<file path="config.mk">
export PLATFORM = sky130hd
export DESIGN_NAME = acs_pm_unit
export DESIGN_NICKNAME = d
export VERILOG_FILES = /design/src/rtl/viterbi_pkg.sv /design/src/rtl/acs_node.sv /design/src/rtl/acs_pm_unit.sv
export SDC_FILE = /design/constraint.sdc
export NUM_CORES = 1
export LEC_CHECK = 0
export ABC_AREA = 1
export BUFFER_PORTS_ARGS = -buffer_cell sky130_fd_sc_hd__buf_2
export CORE_MARGIN = 2
export CORE_UTILIZATION = 57
export CTS_BUF_LIST = sky130_fd_sc_hd__clkbuf_8
export DETAILED_ROUTE_END_ITERATION = 8
export PLACE_DENSITY = 0.8
export SYNTH_ARGS = -nofsm -noshare
export SYNTH_HDL_FRONTEND = slang
export SYNTH_SLANG_ARGS = --single-unit
</file>
<file path="constraint.sdc">
create_clock -name clk_i -period 10.4 [get_ports clk_i]
set_clock_uncertainty 0.1 [all_clocks]
set_input_delay 0 -clock clk_i [delete_from_list [all_inputs] [get_ports clk_i]]
set_output_delay 0 -clock clk_i [all_outputs]
set_load 0.01 [all_outputs]
</file>
<file path="src/rtl/viterbi_pkg.sv">
// Shared Viterbi definitions: trellis size, branch-symbol parity and PM saturation helpers.
package viterbi_pkg;

    localparam int G0_DEFAULT       = 32'sd7;
    localparam int G1_DEFAULT       = 32'sd5;
    localparam int PM_WIDTH_DEFAULT = 32'sd8;

    function automatic int num_states(input int k);
        return 32'sd1 <<< (k - 32'sd1);
    endfunction

    // Encoder output {X,Y} for register contents {p,in}; the MSB of each generator taps the oldest bit.
    function automatic logic [1:0] branch_sym(input logic [31:0] g0, input logic [31:0] g1,
                                              input logic [31:0] reg_bits);
        return {^(g0 & reg_bits), ^(g1 & reg_bits)};
    endfunction

    function automatic logic [31:0] pm_sat(input int w);
        return (32'd1 << w) - 32'd1;
    endfunction

endpackage

</file>
<file path="src/rtl/acs_node.sv">
// One trellis destination: add both branch metrics, saturate on carry, keep the smaller candidate.
module acs_node
    import viterbi_pkg::*;
#(
    parameter int BM_WIDTH = 2,
    parameter int PM_WIDTH = 8
) (
    input  logic [PM_WIDTH-1:0] pm_0,
    input  logic [PM_WIDTH-1:0] pm_1,
    input  logic [BM_WIDTH-1:0] bm_0,
    input  logic [BM_WIDTH-1:0] bm_1,
    output logic [PM_WIDTH-1:0] new_pm,
    output logic                decision
);

    localparam int SUM_W = PM_WIDTH + 1;
    localparam logic [PM_WIDTH-1:0] PM_MAX = PM_WIDTH'(pm_sat(PM_WIDTH));

    logic [SUM_W-1:0]    sum_0_s;
    logic [SUM_W-1:0]    sum_1_s;
    logic [PM_WIDTH-1:0] cand_0_s;
    logic [PM_WIDTH-1:0] cand_1_s;

    // Add with one guard bit, then clamp to all-ones on carry
    always_comb begin
        sum_0_s  = {1'b0, pm_0} + SUM_W'(bm_0);
        sum_1_s  = {1'b0, pm_1} + SUM_W'(bm_1);
        cand_0_s = sum_0_s[PM_WIDTH] ? PM_MAX : sum_0_s[PM_WIDTH-1:0];
        cand_1_s = sum_1_s[PM_WIDTH] ? PM_MAX : sum_1_s[PM_WIDTH-1:0];
    end

    // Ties favour the upper predecessor
    always_comb begin
        if (cand_0_s <= cand_1_s) begin
            new_pm   = cand_0_s;
            decision = 1'b0;
        end else begin
            new_pm   = cand_1_s;
            decision = 1'b1;
        end
    end

endmodule

</file>
<file path="src/rtl/acs_pm_unit.sv">
// Registered ACS array with path-metric storage, frame-start init, MSB-clear normalisation
// and best-state tracking for a rate-1/2 shift-left trellis.
module acs_pm_unit
    import viterbi_pkg::*;
#(
    parameter int K        = 3,
    parameter int G0       = G0_DEFAULT,
    parameter int G1       = G1_DEFAULT,
    parameter int BM_WIDTH = 2,
    parameter int PM_WIDTH = PM_WIDTH_DEFAULT,
    parameter int INIT_PM  = 64,
    parameter int NORM_EN  = 1
) (
    input  logic                                clk_i,
    input  logic                                rst_i,
    input  logic                                valid_i,
    input  logic                                start_i,
    input  logic [4*BM_WIDTH-1:0]               bm_i,
    output logic [num_states(K)-1:0]            dec_bits_o,
    output logic                                dec_valid_o,
    output logic [num_states(K)*PM_WIDTH-1:0]   pm_o,
    output logic [K-2:0]                        best_state_o,
    output logic                                norm_o
);

    localparam int NS   = num_states(K);
    localparam int SW   = K - 1;
    localparam int PM_V = NS * PM_WIDTH;

    function automatic logic [PM_V-1:0] init_vec();
        logic [PM_V-1:0] v;
        v = '0;
        for (int d = 1; d < NS; d++) begin
            v[d*PM_WIDTH +: PM_WIDTH] = PM_WIDTH'(INIT_PM);
        end
        return v;
    endfunction

    localparam logic [PM_V-1:0] PM_INIT = init_vec();

    logic [PM_V-1:0]     pm_r;
    logic [PM_V-1:0]     old_pm_s;
    logic [PM_V-1:0]     acs_pm_s;
    logic [PM_V-1:0]     new_pm_s;
    logic [NS-1:0]       dec_s;
    logic [NS-1:0]       msb_s;
    logic                norm_s;
    logic                less_s;
    logic [SW-1:0]       best_s;
    logic [PM_WIDTH-1:0] best_val_s;

    // Frame start feeds the init metrics so stale registers never reach the ACS
    always_comb begin
        if (start_i) begin
            old_pm_s = PM_INIT;
        end else begin
            old_pm_s = pm_r;
        end
    end

    for (genvar d = 0; d < NS; d++) begin : g_node
        localparam int P0   = d / 32'sd2;
        localparam int P1   = P0 + NS / 32'sd2;
        localparam int IN   = d % 32'sd2;
        localparam int SYM0 = int'(branch_sym(G0, G1, 32'(P0 * 32'sd2 + IN)));
        localparam int SYM1 = int'(branch_sym(G0, G1, 32'(P1 * 32'sd2 + IN)));

        acs_node #(
            .BM_WIDTH (BM_WIDTH),
            .PM_WIDTH (PM_WIDTH)
        ) u_acs_node (
            .pm_0     (old_pm_s[P0*PM_WIDTH +: PM_WIDTH]),
            .pm_1     (old_pm_s[P1*PM_WIDTH +: PM_WIDTH]),
            .bm_0     (bm_i[SYM0*BM_WIDTH +: BM_WIDTH]),
            .bm_1     (bm_i[SYM1*BM_WIDTH +: BM_WIDTH]),
            .new_pm   (acs_pm_s[d*PM_WIDTH +: PM_WIDTH]),
            .decision (dec_s[d])
        );
    end

    // Normalise only when every survivor has crossed half range
    always_comb begin
        msb_s = '0;
        for (int d = 0; d < NS; d++) begin
            msb_s[d] = acs_pm_s[d*PM_WIDTH + PM_WIDTH - 1];
        end
        norm_s = (NORM_EN != 32'sd0) && (&msb_s);
    end

    // Clear every MSB together so relative metrics are preserved
    always_comb begin
        new_pm_s = acs_pm_s;
        if (norm_s) begin
            for (int d = 0; d < NS; d++) begin
                new_pm_s[d*PM_WIDTH + PM_WIDTH - 1] = 1'b0;
            end
        end else begin
            new_pm_s = acs_pm_s;
        end
    end

    // Strict less-than scan keeps the lowest index on ties
    always_comb begin
        best_s     = '0;
        best_val_s = new_pm_s[PM_WIDTH-1:0];
        less_s     = 1'b0;
        for (int d = 1; d < NS; d++) begin
            less_s     = new_pm_s[d*PM_WIDTH +: PM_WIDTH] < best_val_s;
            best_val_s = less_s ? new_pm_s[d*PM_WIDTH +: PM_WIDTH] : best_val_s;
            best_s     = less_s ? SW'(d) : best_s;
        end
    end

    // Path-metric and decision registers
    always_ff @(posedge clk_i or posedge rst_i) begin
        if (rst_i) begin
            pm_r         <= PM_INIT;
            dec_bits_o   <= '0;
            dec_valid_o  <= 1'b0;
            best_state_o <= '0;
            norm_o       <= 1'b0;
        end else if (valid_i) begin
            pm_r         <= new_pm_s;
            dec_bits_o   <= dec_s;
            dec_valid_o  <= 1'b1;
            best_state_o <= best_s;
            norm_o       <= norm_s;
        end else begin
            dec_valid_o  <= 1'b0;
            norm_o       <= 1'b0;
            if (start_i) begin
                pm_r         <= PM_INIT;
                best_state_o <= '0;
            end
        end
    end

    assign pm_o = pm_r;

endmodule
</file>
==> flow_metrics.env <==
export IMPL_port_buffers=51
export IMPL_die_outline_area_um2=9600
export IMPL_syn_area_per_cell_um2=6.35
export IMPL_crit_required_ps=10540
export IMPL_grt_usage_pct=30.4
export IMPL_areaGrowthSynthToFinish_pct=8.72
export IMPL_report_power_total_mw=1.85
export IMPL_worstMarginPinSlew_ps=1150
export IMPL_timing_reg2reg_setup_slack_ps=3030
export IMPL_clkSlewWorstSetupHoldPaths_ps=90
export IMPL_launching_point_of_the_worst_reg2reg_path="pm_o[18]"
export IMPL_ctsResizeCount=0
export IMPL_power_frac_comb_pct=80.7
export IMPL_floorplan_die_height_um=98.0
export IMPL_layout_drive_gt1_share_pct=12.8
export IMPL_grt_use_met1_pct=44.9
export IMPL_yosys_register_bits=40
export IMPL_grt_overflow=0
export IMPL_gr_max_usage_layer="met2"
export IMPL_synth_cell_types=35
export IMPL_mappedNetlistArea_um2=5030
export IMPL_cts_buffers_inserted=5
export IMPL_postSynth_asyncResetShare_pct=100
export IMPL_critical_path_slowest_cell="sky130_fd_sc_hd__o21ai_0"
export IMPL_crit_fanout=17
export IMPL_timing_hold_worst_class="in2reg"
export IMPL_power_leakage_nw=2.88
export IMPL_hold_path_end="dec_valid_o"
export IMPL_cts_htree_levels=2
export IMPL_grt_antenna_before_repair=0
export IMPL_run_status="finished, final reports clean"
export IMPL_power_sequential_fraction_pct=13.0
export IMPL_vias=5335
export IMPL_fin_worst_hold_slack_ps=62.7
export IMPL_cp_arrival_ps=7500
export IMPL_timing_final_setup_violations=0
export IMPL_grt_first_pass_wirelength_mm=23.9
export IMPL_route_detailed_drc=0
export IMPL_max_freq_mhz=136
export IMPL_num_nets_final=922
export IMPL_die_x_um=98.0
export IMPL_initial_cell_density_of_the_core_pct=58.3
export IMPL_cts_path_max_buffers=2
export IMPL_clockRootBuffer="sky130_fd_sc_hd__clkbuf_8"
export IMPL_timing_critical_path_to_type="register"
export IMPL_row_count=34
export IMPL_detailed_placement_wirelength_estimate_mm=11.9
export IMPL_power_share_switching_pct=58.9
export IMPL_report_final_hold_viol_count=0
export IMPL_layout_cells_most_common_list="sky130_fd_sc_hd__nand2_1, sky130_fd_sc_hd__inv_1, sky130_fd_sc_hd__o21ai_0, sky130_fd_sc_hd__nor2_1, sky130_fd_sc_hd__ha_1"
export IMPL_maxCapViolations=0
export IMPL_synth_net_count=879
export IMPL_timing_critical_path_mode_cell="sky130_fd_sc_hd__nand2_1"
export IMPL_timing_rr_end="best_state_o[1]"
export IMPL_global_route_usage_met3_pct=5.94
export IMPL_fin_setup_tns_ps=0
export IMPL_vdd_ir_drop_worst_uv=465
export IMPL_globalplace_congestion=0.980
export IMPL_min_delay_path_depth=1
export IMPL_cts_tree="done"
export IMPL_ys_dominant_reg_cell="sky130_fd_sc_hd__dfrtp_1"
export IMPL_power_net_switching_mw=1.09
export IMPL_worst_path_largest_cell_delay_ps=540
export IMPL_wire_per_inst_um=15.5
export IMPL_number_of_synthesized_flops_with_an_enable_pin=0
export IMPL_largest_net_degree_at_the_start_of_global_routing=42
export IMPL_timing_max_slew_rel_slack_pct=23.6
export IMPL_diodes=0
export IMPL_proportion_of_power_drawn_by_the_clock_network_pct=6.3
export IMPL_timing_setup_critical_path_class="reg2reg"
export IMPL_hold_buffers=1
export IMPL_groute_layer_met2_usage_pct=47.0
export IMPL_layout_worst_path_cycle_share_pct=70.8
export IMPL_worst_r2r_cell_count=36
export IMPL_worstHoldStart="valid_i"
export IMPL_detailedRoute_firstIterationViolations=492
export IMPL_floorplan_core_area_um2=8640
export IMPL_io_pins=52
export IMPL_drt_first_pass_iters=5
export IMPL_startpoint_type="register"
export IMPL_clock_sink_count=40
export IMPL_post_drt_via_cell_ratio=5.65
export IMPL_slew_violations=0
export IMPL_fraction_of_the_yosys_area_taken_by_sequential_cells_pct=20.0
export IMPL_synth_yosys_warnings=0
export IMPL_antenna_left=0
export IMPL_rsz_0062_raised_after_global_routing="no"
export IMPL_detail_route_wirelength_mm=14.7
export IMPL_synthCells=793
export IMPL_finalCriticalPeriod_ps=7370
export IMPL_post_cts_repair_setup_buffers=0
export IMPL_number_of_global_route_vias_before_repair=4898
export IMPL_insertion_delay_ps=310
export IMPL_mostFrequentLayoutCell="sky130_fd_sc_hd__nand2_1"
export IMPL_power_internal_mw=0.762
export IMPL_pwr_per_cell_area_nw_per_um2=339
cell usage after synthesis, types with 2 or more instances:
master | count | share of area, %
sky130_fd_sc_hd__a211oi_1 | 2 | 0.30
sky130_fd_sc_hd__a21o_1 | 2 | 0.30
sky130_fd_sc_hd__a21oi_1 | 38 | 3.8
sky130_fd_sc_hd__a31oi_1 | 4 | 0.50
sky130_fd_sc_hd__buf_2 | 2 | 0.20
sky130_fd_sc_hd__clkbuf_1 | 14 | 1.0
sky130_fd_sc_hd__dfrtp_1 | 37 | 18
sky130_fd_sc_hd__dfstp_2 | 3 | 1.6
sky130_fd_sc_hd__fa_1 | 4 | 1.6
sky130_fd_sc_hd__ha_1 | 70 | 17
sky130_fd_sc_hd__inv_1 | 110 | 8.2
sky130_fd_sc_hd__inv_2 | 2 | 0.15
sky130_fd_sc_hd__inv_4 | 2 | 0.25
sky130_fd_sc_hd__nand2_1 | 211 | 16
sky130_fd_sc_hd__nand2_2 | 15 | 1.9
sky130_fd_sc_hd__nand2_4 | 2 | 0.45
sky130_fd_sc_hd__nand3_1 | 36 | 3.6
sky130_fd_sc_hd__nand3_2 | 4 | 0.80
sky130_fd_sc_hd__nand4_1 | 9 | 1.1
sky130_fd_sc_hd__nor2_1 | 73 | 5.4
sky130_fd_sc_hd__nor2_2 | 6 | 0.75
sky130_fd_sc_hd__nor2_4 | 5 | 1.1
sky130_fd_sc_hd__nor3_1 | 12 | 1.2
sky130_fd_sc_hd__o211ai_1 | 4 | 0.60
sky130_fd_sc_hd__o21ai_0 | 100 | 9.9
sky130_fd_sc_hd__o22ai_1 | 2 | 0.25
sky130_fd_sc_hd__or2_2 | 8 | 0.99
sky130_fd_sc_hd__xnor2_1 | 2 | 0.35
sky130_fd_sc_hd__xor2_1 | 8 | 1.4
critical path, delay by kind of cell, from the launching register on:
kind                     cells  cell delay [ps]
AND/OR/NAND/NOR             20             2610
AO/OA/AOI/OAI                9             2540
adder cells (fa/ha/maj)      4             1240
flip-flops                   1              360
buffers and inverters        2              240
XOR/XNOR                     1              180
state kept, by name (all words and copies together) (netlist names):
| register | count |
|---|---|
| norm_o | 1 |
| pm_o | 32 |
| dec_valid_o | 1 |
| best_state_o | 2 |
| dec_bits_o | 4 |
per-layer routing:
metal	share of wire (%)	up-vias
met5	0	-
met1	48	2421
met4	1.2	0
li1	-	2662
met3	8.3	19
met2	42	233
stage by stage:
step	instances	worst slack, ps	area [um^2]	utilization, %
after floorplan	793	4110	5030	-
after global placement	936	3460	5370	62.1
after detailed placement	936	3050	5370	62.1
after CTS	945	3200	5470	63.4
after global routing	945	2360	5470	63.4
final	945	3030	5470	63.4
power by group through the flow:
stage / combinational (mW) / clock (mW) / sequential [mW]
final: 1.50 / 0.116 / 0.242
after global routing: 1.72 / 0.123 / 0.247
after CTS: 1.47 / 0.117 / 0.242
after detailed placement: 1.46 / 0 / 0.244
after global placement: 1.39 / 0 / 0.244
after floorplan: 1.08 / 0 / 0.262
worst max-delay path by stage:
stage,start,endpoint,slack [ps],cells after the start
after floorplan,start_i,best_state_o[1],4110,45
after global routing,pm_o[18],best_state_o[1],2360,38
after detailed placement,start_i,best_state_o[1],3050,37
after global placement,start_i,best_state_o[1],3460,37
after CTS,pm_o[18],best_state_o[1],3200,36
final,pm_o[18],best_state_o[1],3030,36
cell families after synthesis:
family | Yosys count | share of synthesized area, %
AO/OA/AOI/OAI | 156 | 16.2
XOR/XNOR | 10 | 1.74
adder cells (fa/ha/maj) | 74 | 19.0
buffers and inverters | 131 | 9.92
flip-flops | 40 | 20.0
AND/OR/NAND/NOR | 382 | 33.2
final cells by class:
| cell class | instances | area (um^2) |
|---|---|---|
| Timing Repair Buffer | 53 | 273 |
| Multi-Input combinational cell | 622 | 3530 |
| Clock buffer | 6 | 82.6 |
| Clock inverter | 2 | 15.0 |
| Sequential cell | 40 | 1000 |
| Inverter | 114 | 433 |
| Fill cell | 816 | 3160 |
| Tap cell | 108 | 135 |
Power figures use the tool's default switching activity.
